===== src/rtl/bus_mem_responder.sv =====
// ============================================================================
// Module   : bus_mem_responder
// Summary  : Responder (slave) for the CPU ce/rd/wr bus. Single-beat
//            requests are served from an internal register-array memory,
//            with programmable wait states and a one-cycle ack. The
//            optional even-parity path is enabled by BUS_RESP_PARITY_EN.
// Revision : 1.0 - initial release
// ============================================================================
`default_nettype none

module bus_mem_responder #(
    parameter int ADDR_W      = 8,
    parameter int DATA_W      = 8,
    parameter int DEPTH       = 256,
    parameter int WAIT_STATES = 1
) (
    input  logic              clk,
    input  logic              reset,
    input  logic              ce,
    input  logic              rd,
    input  logic              wr,
    input  logic [ADDR_W-1:0] addr,
    input  logic [DATA_W-1:0] data_wr,
`ifdef BUS_RESP_PARITY_EN
    input  logic              data_wr_par,
    output logic              data_rd_par,
`endif
    output logic [DATA_W-1:0] data_rd,
    output logic              ack,
    output logic              busy,
    output logic              err
);

    localparam int              c_idx_w = (DEPTH > 1) ? $clog2(DEPTH) : 1;
    localparam logic [ADDR_W:0] c_depth = (ADDR_W + 1)'(DEPTH);
    localparam logic [3:0]      c_wait  = 4'(WAIT_STATES);

    typedef enum logic [1:0] {
        S_IDLE = 2'd0,
        S_WAIT = 2'd1,
        S_DONE = 2'd2
    } state_t;

    state_t              r_state;
    state_t              w_state_nxt;
    logic [3:0]          r_cnt;
    logic [3:0]          w_cnt_nxt;
    logic [c_idx_w-1:0]  r_addr;
    logic [DATA_W-1:0]   r_data_wr;
    logic                r_is_wr;
    logic [DATA_W-1:0]   r_data_rd;
    logic                r_err;
    logic [DATA_W-1:0]   r_mem [0:DEPTH-1];

    logic w_req;
    logic w_both;
    logic w_in_range;
    logic w_open;
    logic w_accept;
    logic w_err_req;
    logic w_access;
    logic w_par_bad;

    assign w_req      = ce & (rd ^ wr);
    assign w_both     = ce & rd & wr;
    assign w_in_range = ({1'b0, addr} < c_depth);
    // The edge that leaves DONE may already accept the next request.
    assign w_open     = (r_state == S_IDLE) || (r_state == S_DONE);
    assign w_accept   = w_open & w_req & w_in_range;
    assign w_err_req  = w_open & (w_both | (w_req & ~w_in_range));
    assign w_access   = (r_state == S_WAIT) && (r_cnt == 4'd0);

`ifdef BUS_RESP_PARITY_EN
    logic r_par_wr;
    logic r_par_rd;

    assign w_par_bad   = r_is_wr & ((^r_data_wr) ^ r_par_wr);
    assign data_rd_par = r_par_rd;

    always_ff @(posedge clk) begin
        if (reset) begin
            r_par_rd <= 1'b0;
        end else begin
            if (w_accept) begin
                r_par_wr <= data_wr_par;
            end
            if (w_access && !r_is_wr) begin
                r_par_rd <= ^r_mem[r_addr];
            end
        end
    end
`else
    assign w_par_bad = 1'b0;
`endif

    always_comb begin
        w_state_nxt = r_state;
        w_cnt_nxt   = r_cnt;
        unique case (r_state)
            S_IDLE, S_DONE: begin
                if (w_accept) begin
                    w_state_nxt = S_WAIT;
                    w_cnt_nxt   = c_wait;
                end else begin
                    w_state_nxt = S_IDLE;
                end
            end
            S_WAIT: begin
                if (r_cnt == 4'd0) begin
                    w_state_nxt = S_DONE;
                end else begin
                    w_cnt_nxt = r_cnt - 4'd1;
                end
            end
            default: begin
                w_state_nxt = S_IDLE;
            end
        endcase
    end

    always_ff @(posedge clk) begin
        if (reset) begin
            r_state   <= S_IDLE;
            r_cnt     <= 4'd0;
            r_data_rd <= '0;
            r_err     <= 1'b0;
        end else begin
            r_state <= w_state_nxt;
            r_cnt   <= w_cnt_nxt;
            r_err   <= w_err_req | (w_access & w_par_bad);
            if (w_accept) begin
                r_addr    <= addr[c_idx_w-1:0];
                r_data_wr <= data_wr;
                r_is_wr   <= wr;
            end
            if (w_access && !r_is_wr) begin
                r_data_rd <= r_mem[r_addr];
            end
        end
    end

    // Memory has no reset; a reset on the access edge suppresses the write.
    always_ff @(posedge clk) begin
        if (!reset && w_access && r_is_wr && !w_par_bad) begin
            r_mem[r_addr] <= r_data_wr;
        end
    end

    assign data_rd = r_data_rd;
    assign ack     = (r_state == S_DONE);
    assign busy    = (r_state != S_IDLE);
    assign err     = r_err;

endmodule

`default_nettype wire


===== config.mk =====
export PLATFORM = sky130hd
export DESIGN_NAME = bus_mem_responder
export DESIGN_NICKNAME = d
export VERILOG_FILES = /design/src/rtl/bus_mem_responder.sv
export SDC_FILE = /design/constraint.sdc
export NUM_CORES = 2
export LEC_CHECK = 0
export ABC_AREA = 1
export BUFFER_PORTS_ARGS = -buffer_cell sky130_fd_sc_hd__buf_4
export CORE_ASPECT_RATIO = 0.8
export CORE_MARGIN = 3
export CORE_UTILIZATION = 40
export DETAILED_ROUTE_END_ITERATION = 7
export SETUP_SLACK_MARGIN = 0.3
export SLEW_MARGIN = 20
export SYNTH_ARGS = -nofsm -noshare
export SYNTH_HDL_FRONTEND = slang
export SYNTH_SLANG_ARGS = --single-unit

===== constraint.sdc =====
create_clock -name clk -period 4.1 [get_ports clk]
set_input_delay 0 -clock clk [delete_from_list [all_inputs] [get_ports clk]]
set_output_delay 0 -clock clk [all_outputs]
set_load 0.1 [all_outputs]

== Word level (Yosys, flattened, before mapping) ==
Memories as Yosys holds them, arrays and structs flattened. A register that Yosys moved wholly into a read port is not among the register bits.
Index checks and enable logic that the tools add are counted.

* Memories kept: 1
* RAM bits: 2048
* Input bits: 21
* Bits in registers: 24
* Output and inout port bits: 11
* Word-level logic and storage cells: 42

* Equal/unequal tests: 5
* $add $sub $neg: 1
* Bitwise logic cells: 7
* Mux-type cells: 8
* Reductions and logical operators: 14

{| class="wikitable"
|+ Memory list
! memory !! depth !! bits a word !! read ports !! clocked after memory_dff !! wr ports !! line !! text
|-
| r_mem || 256 || 8 || 1 || 1 || 1 || 53 || <nowiki>logic [DATA_W-1:0] r_mem [0:DEPTH-1];</nowiki>
|}

{| class="wikitable"
|+ Operator list
! operator !! count
|-
| two-way mux 4 bit || 2
|-
| case mux 4 bit (2 select lines) || 1
|-
| AND 1 bit || 5
|-
| logical AND 1 bit || 4
|-
| zero test 4 bit || 1
|-
| != test 2 bit, second input constant || 2
|-
| case mux 2 bit (2 select lines) || 1
|-
| nonzero test 2 bit || 2
|-
| subtractor 4 x 1 -> 4 bit, second input constant || 1
|-
| two-way mux 1 bit || 3
|-
| AND reduction 3 bit || 1
|-
| == test 2 x 1 -> 1 bit, second input constant || 1
|-
| == test 2 bit, second input constant || 1
|-
| zero test 1 bit || 2
|-
| zero test 2 bit || 1
|-
| two-way mux 2 bit || 1
|-
| != test 2 x 1 -> 1 bit, second input constant || 1
|-
| AND reduction 2 bit || 1
|-
| OR reduction 2 bit || 1
|-
| logical OR 1 bit || 1
|-
| inverter 1 bit || 1
|-
| XOR 1 bit || 1
|}

== Depth between registers and ports, before layout ==
* Depth after elaboration: 6
* Mapped depth: 18
* Gate-level depth less buffers: 15

== Worst setup path before layout ==
No wires, ideal clock.

* Path type: reg2reg
* Start: register r_data_wr[0]
* End: memory r_mem[0][0] (data pin)
* Data required time: 3.283 ns
* Cell stages (with the launch flop): 1
* Clock period less this slack: 4.046 ns
* Slack: 0.054 ns
* Path buffers: 0
* Setup time: 0.817 ns
* Data arrival time: 3.228 ns
* Path through: edfxtp_1

{| class="wikitable"
|+ RTL lines
! item !! line !! text
|-
| start: declaration || 49 || <nowiki>logic [DATA_W-1:0] r_data_wr;</nowiki>
|-
| start signal: assignment || 133 || <nowiki>r_data_wr <= data_wr;</nowiki>
|-
| end: declaration || 53 ||
|}

No word-level cell before the write port.

== Final worst setup path ==
* Start: register r_cnt[0]
* End: memory r_mem[151][2], enable pin

* Word-level cells in the longest chain between the ends: 6

{| class="wikitable"
|+ RTL lines
! item !! line !! text
|-
| start: declaration || 46 || <nowiki>logic [3:0] r_cnt;</nowiki>
|-
| start signal: assignment || 129 || <nowiki>r_cnt <= w_cnt_nxt;</nowiki>
|-
| zero test 4 bit || 71 || <nowiki>assign w_access = (r_state == S_WAIT) && (r_cnt == 4'd0);</nowiki>
|-
| logical AND 1 bit || 71 ||
|-
| logical AND 1 bit (2 in a row) || 144 || <nowiki>if (!reset && w_access && r_is_wr && !w_par_bad) begin</nowiki>
|-
| two-way mux 1 bit || 144 ||
|-
| two-way mux 1 bit (implied by the code) || 145 || <nowiki>r_mem[r_addr] <= r_data_wr;</nowiki>
|}

No other way between the ends.

==> results.env <==
OUTCOME='completed'
ROUTE.MET2.WL_UM=102000
GRT_FIRST_PASS_WIRELENGTH_UM=351000
MAX_CAP_VIOL_COUNT=0
P_SEQ_FRAC=0.551
SYNTHTOLAYOUTAREAGROWTH_PCT=13.2
DPL.HPWL_UM=139000
RSZ0062_AT_GRT='false'
MOST-COMMON-LAYOUT-CELLS='sky130_fd_sc_hd__nand2_1 (3800), sky130_fd_sc_hd__edfxtp_1 (2065), sky130_fd_sc_hd__nor2_1 (555)'
FRACTION_OF_POWER_SPENT_SWITCHING_NETS=0.214
CELLPOWERDENSITY_mW_PER_MM2=445
CRIT_PATH_MAX_INCR_DELAY_NS=0.55
CRITICAL_PATH.MOST_COMMON_CELL='sky130_fd_sc_hd__nor2_1'
TIMING.CRITICAL_PATH.FANOUT_MAX=8
SYN-NUM-NETS=7456
FLOORPLAN.DIE.HEIGHT_UM=415
SYNTH.AREA.TOP_CELLS='sky130_fd_sc_hd__edfxtp_1 (74%), sky130_fd_sc_hd__nand2_1 (17%), sky130_fd_sc_hd__nor2_1 (2.5%)'
INTERNAL_POWER_mW=33.2
POWER_FRAC_COMB=0.038
DETAILED_ROUTE_WIRE_LENGTH_ON_METAL_1_UM=103000
FIN_SETUP_TNS_NS=0
CLK_PIN_SLEW_NS=0.06
HOLD_PATH.STARTPOINT='reset'
CTS_BUFFERS=193
ROOT_BUFFER_SELECTED_BY_CTS='sky130_fd_sc_hd__clkbuf_16'
FINAL_STAGE_NET_COUNT=7619
FINAL_CORE_UTIL=0.458
CLKSINKCOUNT=2080
RR_STARTPOINT='r_cnt[0]'
CLOCK_TREE.BUFFER_DEPTH=3
POWER.SWITCHING_mW=9.05
CORE-AREA_MM2=0.207
DIE-AREA_MM2=0.215
GLOBALROUTETOTALUTIL=0.216
SYNTH.AVG_CELL_AREA_UM2=11.3
SYNTH_FF_TYPE='sky130_fd_sc_hd__edfxtp_1'
DRT_PASS1_ITERATIONS=6
REG2REGPATHDEPTH=11
INITIAL_UTILIZATION=0.404
CRIT_PATH_END='r_mem[151][2]'
NUMPORTBUFFERS=31
STD_CELL_ROWS=149
SYNTH-SEQ-AREA-SHARE=0.744
ASYNC_RESET_FF_FRAC=0
HOLD-WORST-SLACK_NS=0.236
CP-END-KIND='flip-flop'
CRIT_PATH_CELLS='inv_1 > ha_1 > inv_1 > o31ai_2 > nand2_1 > nor2_1 > nand2_1 > nor2_1 > nand2_2 > buf_4 > nor2_1'
H_TREE_LEVEL_COUNT=4
CRIT_PATH_START='r_cnt[0]'
PRECTSSETUPSLACK_NS=0.504
POST_SYNTH_INST_COUNT=7434
PERIOD_SHARE=0.892
COMMONEST_NON_FILL_NON_TAP_CELL_IN_THE_LAYOUT='sky130_fd_sc_hd__nand2_1'
IR_WORST_VDD_uV=507
HP-CLASS='input pin to flip-flop'
LEAKAGE_POWER_SUMMED_OVER_ALL_CELLS_nW=35.2
BOUNDARYPINS=32
PIN_COUNT_OF_THE_BIGGEST_NET_ENTERING_GLOBAL_ROUTING=131
ROUTE.DETAILED.VIAS_PER_INST=5.24
FINAL-HOLD-VIOLATION-COUNT=0
MAXSLEWVIOLCOUNT=0
YS_SEQ_ELEMENTS=2080
RRSETUPSLACK_NS=0.44
WORSTMARGINPINSLEW_NS=1.14
YOSYSWARNINGCOUNT=0
CRITPATHSLOWESTCELL='sky130_fd_sc_hd__nor2_1'
CRIT-REG2REG-CAPTURE='r_mem[151][2]'
SETUP.WORST_PATH.START_CLASS='flip-flop'
SHARE_OF_FINAL_LAYOUT_STANDARD_CELLS_STRONGER_THAN_DRIVE_STRENGTH_1=0.0763
ROUTEDWLPERCELL_UM=22.4
SETUP.WORST_PATH.CLASS='flip-flop to flip-flop'
CLOCK.FMAX_GHz=0.273
VIAS=55274
WORSTPATHREQUIRED_NS=4.53
SYNTH.LIB_CELLS_USED.DISTINCT=26
MAX_SLEW_MARGIN=0.238
FIRST_ITER_VIOLATIONS=6614
CTS_TREE='built'
VIA_COUNT_OF_THE_FIRST_GLOBAL_ROUTING_PASS=52867
GRT_ANTENNA_BEFORE_REPAIR=8
DRT-TOTAL-WL_UM=236000
POST-CTS-SETUP-BUFFER-COUNT=0
FINALSETUPVIOLCOUNT=0
FINALWORSTPATHREQUIREDPERIOD_NS=3.66
SYNTH_ENABLE_FLOP_CELLS=2065
POST_SYNTH_INSTANCE_AREA_MM2=0.0838
SETUP_SLACK_NS=0.443
TIMING.CLOCK.SKEW_NS=0.0408
GR_OVFL_TOTAL=0
PLACE_CONGESTION=0.885
HIGHEST-SIGNAL-LAYER='met4'
FILLERS=18764
ANT_NETS=0
DETAILROUTE.WIRELENGTH.MET3_UM=25000
DIE_WIDTH_UM=518
SYNTH_LARGEST_TYPE_AREA_FRACTION=0.740
NETLIST.TOP_CELL.BY_AREA='sky130_fd_sc_hd__edfxtp_1'
CLOCKPOWERSHARE=0.411
REMAINING_DRC_ERRORS=0
CP_DATA_ARRIVAL_TIME_NS=4.09
CLOCK_INSERTION_DELAY_WORST_SKEW_NS=0.83
[through the flow]
step | power (mW) | std cells | instance area [um^2]
2_1_floorplan | 24.7 | 7434 | 83800
3_3_place_gp | 25.3 | 10153 | 88400
3_5_place_dp | 25.3 | 10153 | 88400
4_1_cts | 42.4 | 10538 | 94800
5_1_grt | 43.5 | 10538 | 94800
6_report | 42.2 | 10541 | 94800
[power groups by stage]
stage | Combinational, mW | Clock [mW] | Sequential (mW)
2_1_floorplan | 0.777 | 0 | 23.9
3_3_place_gp | 1.55 | 0 | 23.7
3_5_place_dp | 1.56 | 0 | 23.7
4_1_cts | 1.59 | 17.6 | 23.3
5_1_grt | 1.74 | 18.5 | 23.3
6_report | 1.61 | 17.4 | 23.3
[worst min-delay path by stage]
stage              endpoint  slack (ns)  cells past startpoint
6_report            r_is_wr        0.24                      3
5_1_grt             r_is_wr        0.22                      3
2_1_floorplan    r_state[0]        0.07                      1
4_1_cts             r_is_wr        0.21                      3
3_3_place_gp   r_data_wr[2]        0.18                      1
3_5_place_dp   r_data_wr[0]        0.18                      1
[sequential cells by signal, summed over array words and instances (netlist names)]
signal / flops
r_mem: 2048
data_rd: 8
r_addr: 8
r_data_wr: 8
r_cnt: 4
r_state: 2
err: 1
r_is_wr: 1
[critical path: cells and delay by family (launching register included)]
kind / cells / cell delay [ns]
compound gates: 1 / 0.29
fa+ha+maj: 1 / 0.20
flops: 1 / 0.31
simple gates: 6 / 1.98
buf+inv: 3 / 0.50
[Yosys cell counts (2+ instances only)]
| library cell | count |
|---|---|
| sky130_fd_sc_hd__nand2_1 | 3816 |
| sky130_fd_sc_hd__edfxtp_1 | 2065 |
| sky130_fd_sc_hd__nor2_1 | 565 |
| sky130_fd_sc_hd__buf_2 | 249 |
| sky130_fd_sc_hd__nand4_1 | 139 |
| sky130_fd_sc_hd__nand3_1 | 124 |
| sky130_fd_sc_hd__a21oi_1 | 117 |
| sky130_fd_sc_hd__clkbuf_1 | 90 |
| sky130_fd_sc_hd__o21ai_1 | 82 |
| sky130_fd_sc_hd__o21ai_0 | 61 |
| sky130_fd_sc_hd__buf_1 | 29 |
| sky130_fd_sc_hd__inv_1 | 26 |
| sky130_fd_sc_hd__a22oi_1 | 20 |
| sky130_fd_sc_hd__dfxtp_1 | 15 |
| sky130_fd_sc_hd__buf_4 | 14 |
| sky130_fd_sc_hd__inv_2 | 4 |
| sky130_fd_sc_hd__clkinv_1 | 3 |
| sky130_fd_sc_hd__nor3_1 | 3 |
| sky130_fd_sc_hd__nor3_2 | 3 |
| sky130_fd_sc_hd__and3_1 | 2 |
| sky130_fd_sc_hd__buf_6 | 2 |
[layer usage]
metal | vias to the layer above | GRT usage
met5 | - | 0
met4 | 0 | 0.0530
met1 | 27196 | 0.318
li1 | 25281 | -
met2 | 2470 | 0.320
met3 | 327 | 0.0561
[cell families (layout without fill, tap and decap cells)]
group           Yosys count  count (layout)  share of synthesized area
simple gates           4654            4654                      0.215
flops                  2080            2080                      0.744
buf+inv                 417             728                     0.0232
compound gates          282             282                     0.0176
fa+ha+maj                 1               1                   0.000149
other cells               0               3                          0
[repair_timing]
action                     4_1_cts  5_1_grt
hold endpoints to repair        49        0
hold buffers                    42        0
setup endpoints to repair        0       19
gates resized for setup          0        6
[cell type report]
class	instances	area (um^2)	area share
multi-input combinational	4937	19600	0.207
clock inverter	83	726	0.00765
inverter	33	168	0.00177
tap	2793	3490	0.0369
antenna	3	7.51	0.0000792
sequential	2080	62300	0.657
clock buffer	260	5240	0.0552
timing repair buffer	352	3290	0.0346
Power figures use the tool's default switching activity.
